## config.mk

```make
export PLATFORM = sky130hd
export DESIGN_NAME = pwm_multi_channel
export DESIGN_NICKNAME = d
export VERILOG_FILES = /design/src/rtl/pwm_multi_channel.sv
export SDC_FILE = /design/constraint.sdc
export NUM_CORES = 1
export LEC_CHECK = 0
export BUFFER_PORTS_ARGS = -buffer_cell sky130_fd_sc_hd__buf_2
export CORE_MARGIN = 2
export CORE_UTILIZATION = 60
export CTS_BUF_LIST = sky130_fd_sc_hd__clkbuf_8
export CTS_CLUSTER_DIAMETER = 200
export CTS_CLUSTER_SIZE = 14
export DETAILED_ROUTE_END_ITERATION = 8
export HOLD_SLACK_MARGIN = 0.05
export PLACE_DENSITY_LB_ADDON = 0.25
export REMOVE_ABC_BUFFERS = 1
export SETUP_SLACK_MARGIN = 0.5
export SLEW_MARGIN = 5
export SYNTH_ARGS = -nofsm -noshare
export SYNTH_HDL_FRONTEND = slang
export SYNTH_SLANG_ARGS = --single-unit
```

## constraint.sdc

```tcl
create_clock -name clk -period 17.5 [get_ports clk]
set_input_delay 3.5 -clock clk [delete_from_list [all_inputs] [get_ports clk]]
set_output_delay 3.5 -clock clk [all_outputs]
set_load 0.01 [all_outputs]
```

## src/rtl/pwm_multi_channel.sv

```systemverilog
// -----------------------------------------------------------------------------
// pwm_multi_channel
//
// Multi-channel PWM generator with a shared prescaler and a shared 8-bit
// period counter. Each channel compares the counter against its own active
// duty value. Duty values are double buffered: software writes a pending
// value, and the hardware copies it into the active register only at the
// start of a period. Because of this a new duty never produces a partial or
// mixed-width pulse.
//
// Counting modes:
//   edge-aligned   : cnt = 0,1,...,255,0,...         (256 ticks per period)
//   center-aligned : cnt = 0..255 then 254..1, then 0 (510 ticks per period)
//
// Register map (8-bit data, 7-bit address):
//   0x00 en_out[7:0]    0x01 en_out[15:8]
//   0x02 en_pwm[7:0]    0x03 en_pwm[15:8]
//   0x04 prescale (low PRESC_W bits)
//   0x05 mode (bit0: 0 edge-aligned, 1 center-aligned)
//   0x10+i duty_pend[i], for i < NUM_CH
//   A write to any other address, or to a channel index >= NUM_CH, is dropped.
//
// Ports:
//   clk          sole clock; all state changes on the rising edge
//   rst          synchronous active-high reset
//   wr_en        register write strobe (one write per cycle)
//   wr_addr      register address
//   wr_data      register write data
//   out          registered channel outputs
//   period_start one-cycle pulse while cnt sits at 0 at the start of a period
// -----------------------------------------------------------------------------
module pwm_multi_channel #(
  parameter int NUM_CH  = 16,
  parameter int PRESC_W = 8
) (
  input  logic              clk,
  input  logic              rst,
  input  logic              wr_en,
  input  logic [6:0]        wr_addr,
  input  logic [7:0]        wr_data,
  output logic [NUM_CH-1:0] out,
  output logic              period_start
);

  localparam logic [6:0] ADDR_EN_OUT_LO = 7'h00;
  localparam logic [6:0] ADDR_EN_OUT_HI = 7'h01;
  localparam logic [6:0] ADDR_EN_PWM_LO = 7'h02;
  localparam logic [6:0] ADDR_EN_PWM_HI = 7'h03;
  localparam logic [6:0] ADDR_PRESCALE  = 7'h04;
  localparam logic [6:0] ADDR_MODE      = 7'h05;
  localparam logic [6:0] ADDR_DUTY_BASE = 7'h10;

  // Programmable state
  logic [NUM_CH-1:0]  en_out_r;
  logic [NUM_CH-1:0]  en_pwm_r;
  logic [PRESC_W-1:0] prescale_r;
  logic               mode_r;
  logic [7:0]         duty_pend_r [NUM_CH];
  logic [7:0]         duty_act_r  [NUM_CH];

  // Timebase state
  logic [PRESC_W-1:0] pcnt_r;
  logic [7:0]         cnt_r;
  logic               dir_up_r;

  // Combinational helpers
  logic               wr_prescale_s;
  logic               wr_mode_s;
  logic [NUM_CH-1:0]  duty_wr_s;
  logic               tick_s;
  logic [7:0]         cnt_nxt_s;
  logic               dir_nxt_s;
  logic               wrap_s;
  logic               load_s;
  logic [NUM_CH-1:0]  out_nxt_s;

  // Address decode for the registers that have side effects on the timebase
  always_comb begin
    wr_prescale_s = wr_en && (wr_addr == ADDR_PRESCALE);
    wr_mode_s     = wr_en && (wr_addr == ADDR_MODE);
    for (int i = 0; i < NUM_CH; i++) begin
      duty_wr_s[i] = wr_en && (wr_addr == (ADDR_DUTY_BASE + 7'(i)));
    end
  end

  // Prescaler tick: fires on the cycle the divider has counted prescale cycles
  always_comb begin
    tick_s = (pcnt_r == prescale_r);
  end

  // Next value of the period counter and direction on a tick; wrap_s marks
  // the tick that returns cnt to 0, which is the period boundary
  always_comb begin
    cnt_nxt_s = cnt_r;
    dir_nxt_s = dir_up_r;
    wrap_s    = 1'b0;
    if (!tick_s) begin
      cnt_nxt_s = cnt_r;
      dir_nxt_s = dir_up_r;
    end else if (!mode_r) begin
      // Edge-aligned: free-running 8-bit wrap
      cnt_nxt_s = cnt_r + 8'd1;
      dir_nxt_s = 1'b1;
      wrap_s    = (cnt_r == 8'hFF);
    end else if (dir_up_r) begin
      // Center-aligned rising half: turn around at the top without repeating 255
      if (cnt_r == 8'hFF) begin
        cnt_nxt_s = 8'hFE;
        dir_nxt_s = 1'b0;
      end else begin
        cnt_nxt_s = cnt_r + 8'd1;
        dir_nxt_s = 1'b1;
      end
    end else begin
      // Center-aligned falling half: stepping 1 -> 0 closes the period
      cnt_nxt_s = cnt_r - 8'd1;
      if (cnt_r == 8'd1) begin
        dir_nxt_s = 1'b1;
        wrap_s    = 1'b1;
      end else begin
        dir_nxt_s = 1'b0;
      end
    end
  end

  // A mode write restarts the counter, so it also cancels a coincident boundary
  always_comb begin
    load_s = tick_s && wrap_s && !wr_mode_s;
  end

  // Per-channel output level from the current counter, duty and enables
  always_comb begin
    for (int i = 0; i < NUM_CH; i++) begin
      if (!en_out_r[i]) begin
        out_nxt_s[i] = 1'b0;
      end else if (!en_pwm_r[i]) begin
        out_nxt_s[i] = 1'b1;
      end else if (duty_act_r[i] == 8'hFF) begin
        // 0xFF means fully on; a plain compare would drop the cnt=255 slot
        out_nxt_s[i] = 1'b1;
      end else begin
        out_nxt_s[i] = (cnt_r < duty_act_r[i]);
      end
    end
  end

  // Software-visible registers and the double-buffered duty values
  always_ff @(posedge clk) begin
    if (rst) begin
      en_out_r   <= {NUM_CH{1'b0}};
      en_pwm_r   <= {NUM_CH{1'b0}};
      prescale_r <= {PRESC_W{1'b0}};
      mode_r     <= 1'b0;
      for (int i = 0; i < NUM_CH; i++) begin
        duty_pend_r[i] <= 8'h00;
        duty_act_r[i]  <= 8'h00;
      end
    end else begin
      for (int i = 0; i < NUM_CH; i++) begin
        // Each enable byte maps to channels 8*k .. 8*k+7; bits for absent
        // channels simply have no flop to land in
        if (wr_en && (wr_addr == ADDR_EN_OUT_LO) && (i < 8)) begin
          en_out_r[i] <= wr_data[i % 8];
        end else if (wr_en && (wr_addr == ADDR_EN_OUT_HI) && (i >= 8)) begin
          en_out_r[i] <= wr_data[i % 8];
        end
        if (wr_en && (wr_addr == ADDR_EN_PWM_LO) && (i < 8)) begin
          en_pwm_r[i] <= wr_data[i % 8];
        end else if (wr_en && (wr_addr == ADDR_EN_PWM_HI) && (i >= 8)) begin
          en_pwm_r[i] <= wr_data[i % 8];
        end
        if (duty_wr_s[i]) begin
          duty_pend_r[i] <= wr_data;
        end
        // A write landing on the boundary cycle goes straight to the active copy
        if (load_s) begin
          duty_act_r[i] <= duty_wr_s[i] ? wr_data : duty_pend_r[i];
        end
      end
      if (wr_prescale_s) begin
        prescale_r <= wr_data[PRESC_W-1:0];
      end
      if (wr_mode_s) begin
        mode_r <= wr_data[0];
      end
    end
  end

  // Prescaler divider; a prescale write restarts it so the new rate begins cleanly
  always_ff @(posedge clk) begin
    if (rst) begin
      pcnt_r <= {PRESC_W{1'b0}};
    end else if (wr_prescale_s || tick_s) begin
      pcnt_r <= {PRESC_W{1'b0}};
    end else begin
      pcnt_r <= pcnt_r + {{(PRESC_W-1){1'b0}}, 1'b1};
    end
  end

  // Period counter, direction and the period_start pulse
  always_ff @(posedge clk) begin
    if (rst) begin
      cnt_r        <= 8'h00;
      dir_up_r     <= 1'b1;
      period_start <= 1'b0;
    end else if (wr_mode_s) begin
      // Silent restart: no period_start for a mode change
      cnt_r        <= 8'h00;
      dir_up_r     <= 1'b1;
      period_start <= 1'b0;
    end else if (tick_s) begin
      cnt_r        <= cnt_nxt_s;
      dir_up_r     <= dir_nxt_s;
      period_start <= wrap_s;
    end else begin
      period_start <= 1'b0;
    end
  end

  // Registered channel outputs, one cycle behind the state that drives them
  always_ff @(posedge clk) begin
    if (rst) begin
      out <= {NUM_CH{1'b0}};
    end else begin
      out <= out_nxt_s;
    end
  end

endmodule

```

==> results.ini <==
[worst_setup_path]
crit_path_start_kind = input port
worst_ep_arrival_time_ns = 6.31
worstRegToRegCells = 9
cp_cell_sequence = buf_2, buf_4, o21bai_4, buf_4, buf_4
slowest_delay_ns = 0.91
crit_buf_inv = 4
path_class = input port to register
cp.required_ns = 17.70
end_kind = register
crit_top_cell = buf_4
cp.depth = 5
path_delay_family = buffers and inverters
slowest_stage = buf_4
crit_path_max_fanout = 83

[timing]
whs_ns = 0.453
drv_slew = 0
worstMarginPinSlew_ns = 1.05
layout_setup_ws_ns = 11.39
rsz0062_at_grt = no
timing.final.crit_share_pct = 34.9
max_freq_ghz = 0.164
hold_viol = 0
finalClockSkew_ns = 0.0385
finalSetupTns_ns = 0
max_slew_margin_pct = 30.0
min_period_ns = 6.11
finalSetupViolCount = 0

[layout]
instances_no_fill = 1889
antennaDiodeCount = 0
fillers = 2093
multiInputGateArea_mm2 = 0.00633
areaGrowthSynthToFinish_pct = 5.17
ff_latch_area_mm2 = 0.00919
drive_gt1_share_pct = 7.62
nNetsFinal = 1661

[place]
dp_slack_ns = 10.82
port_buffers = 34
hpwl_um = 24600
gp_congestion = 0.844
placed_cells = 1839

[die]
die_w_um = 169
boundaryPins = 35
rows = 60
initial_core_util_pct = 60.8
die_y_um = 169
die_area_mm2 = 0.0286
core_mm2 = 0.0269

[power]
p_comb_share_pct = 8.9
powerDensity_mw_per_mm2 = 82.9
clkPwrFrac_pct = 27.8
irDropWorstVdd_mv = 0.0881
p_sw_share_pct = 24.7
leakagePower_nw = 7.09
p_int_mw = 1.07
p_total_mw = 1.42
switchingPower_uw = 352
seq_power_share_pct = 63.2

[clock_network]
cts_buffers = 27
clock_path_buffers = 3
cts_max_level = 1
cts_num_sinks = 331
post_cts_buffers = 0
root_buffer = clkbuf_8
cts_tree = done
cts-resized-gates = 0
hold_buffers = 0
clock_latency_ns = 0.60
clkTransAtPathRegs_ns = 0.11

[drt]
vias = 11676
drc = 0
drt_iter0_markers = 1117
detail-route-antenna-nets = 0
first_pass_iters = 6
wl_um = 40300
wl_per_cell_um = 21.3
vias_per_cell = 6.18

[yosys]
syn_inst = 1524
synth.area.top_cells = edfxtp_1, dfxtp_1, ha_1, nand2_1, a21oi_1
async_flop_share_pct = 0
netlist.area_leader.share_pct = 47.1
avgSynthCellArea_um2 = 10.7
synth_edf_count = 256
synth_area_mm2 = 0.0163
yosysWarnings = 0
synth.distinct_cells = 53
synth_top_area_cell = edfxtp_1
synth.most_common_cell = edfxtp_1
ys_ff_latch = 331
ys_seq_area_share_pct = 56.3
synthTopCellsByCount = edfxtp_1, nand2_1, a21oi_1, inv_1, ha_1
ys.flop_type = edfxtp_1

[flow_run]
cap_violations = 0

[run_status]
status = completed

[global_route]
first_global_vias = 11539
grt_use_total_pct = 28.5
grt-ovfl-total = 0
grt_max_degree = 84
grt_pass1_wl_um = 62400
antenna_found_initial = 2

[hold_path]
min_path_type = register to register
hold_path_depth = 2

[area by class of cell]
type                       count  share of cell area (%)
sequential                   331                    53.5
multi-input combinational    989                    36.9
inverter                     131                    2.86
tap                          341                    2.48
clock buffer                  27                    2.16
timing repair buffer          47                    1.56
clock inverter                23                   0.546
[worst reg2reg max path, stage by stage, from the launching register on]
cell	delay, ns
dfxtp_1	0.32
buf_4	0.42
ha_1	0.33
and4_1	0.37
nand3_1	0.15
o21ai_1	0.26
nand2_1	0.14
o21bai_4	0.16
buf_4	0.51
buf_4	0.94
[through the flow]
step,utilization (%),cell area [um2]
3_3_place_gp,62.2,16700
3_5_place_dp,62.2,16700
6_report,63.9,17200
5_1_grt,63.9,17200
4_1_cts,63.9,17200
2_1_floorplan,-,16000
[worst paths after layout]
path                                  start          endpoint  slack, ns
worst min register to register  en_out_r[4]            out[4]       0.45
worst max-delay path                    rst  duty_act_r[0][6]      11.39
worst min-delay path            en_out_r[4]            out[4]       0.45
worst max register to register     cnt_r[1]  duty_act_r[0][6]      13.47
[power groups by stage]
stage                     combinational [mW]  sequential, mW  clock (mW)
after global placement                 0.119           0.916           0
after floorplan                       0.0740           0.919           0
after global routing                   0.141           0.904       0.428
final                                  0.127           0.900       0.396
after CTS                              0.126           0.899       0.401
after detailed placement               0.125           0.918           0
[state kept, by name, indices dropped and copies added, names as in the netlist]
name and flops:
duty_pend_r 128, en_out_r 16, prescale_r 8, en_pwm_r 16, period_start 1, out 16
dir_up_r 1, duty_act_r 128, pcnt_r 8, mode_r 1, cnt_r 8
[layer usage]
layer / global-route usage (%) / wire (um)
met3: 3.67 / 3110
met1: 37.3 / 16100
met2: 48.8 / 19400
met5: 0 / 26
met4: 11.1 / 1650
[cell usage in the layout, fill, tap and decap left out, types with 6 or more instances in the layout]
master	synthesis	final
o21ai_0	6	6
dfxtp_1	75	72
inv_1	131	152
nand3_1	38	38
o211ai_1	17	17
nor2_2	6	6
o22a_1	48	48
buf_2	24	34
o221a_2	16	16
nand2b_1	53	53
nor2_1	109	109
a21o_1	32	32
xor2_1	13	13
edfxtp_1	256	256
a21oi_1	152	152
buf_4	5	13
ha_1	116	116
nand4_1	66	66
clkbuf_8	0	27
nand2_1	220	220
mux2i_1	10	10
and3_1	7	7
nor4_1	9	9
a211oi_1	18	18
[cell families (layout without fill, tap and decap cells)]
logic type               Yosys count  in the layout  synth area share, %
adder cells (fa/ha/maj)          116            116                 8.89
AND/OR/NAND/NOR                  545            545                 16.0
flip-flops                       331            331                 56.3
XOR/XNOR                          16             16                0.858
multiplexers                      10             10                0.613
AO/OA/AOI/OAI                    302            302                 12.4
buffers and inverters            204            228                 5.03
(Power assumes the default switching activity.)
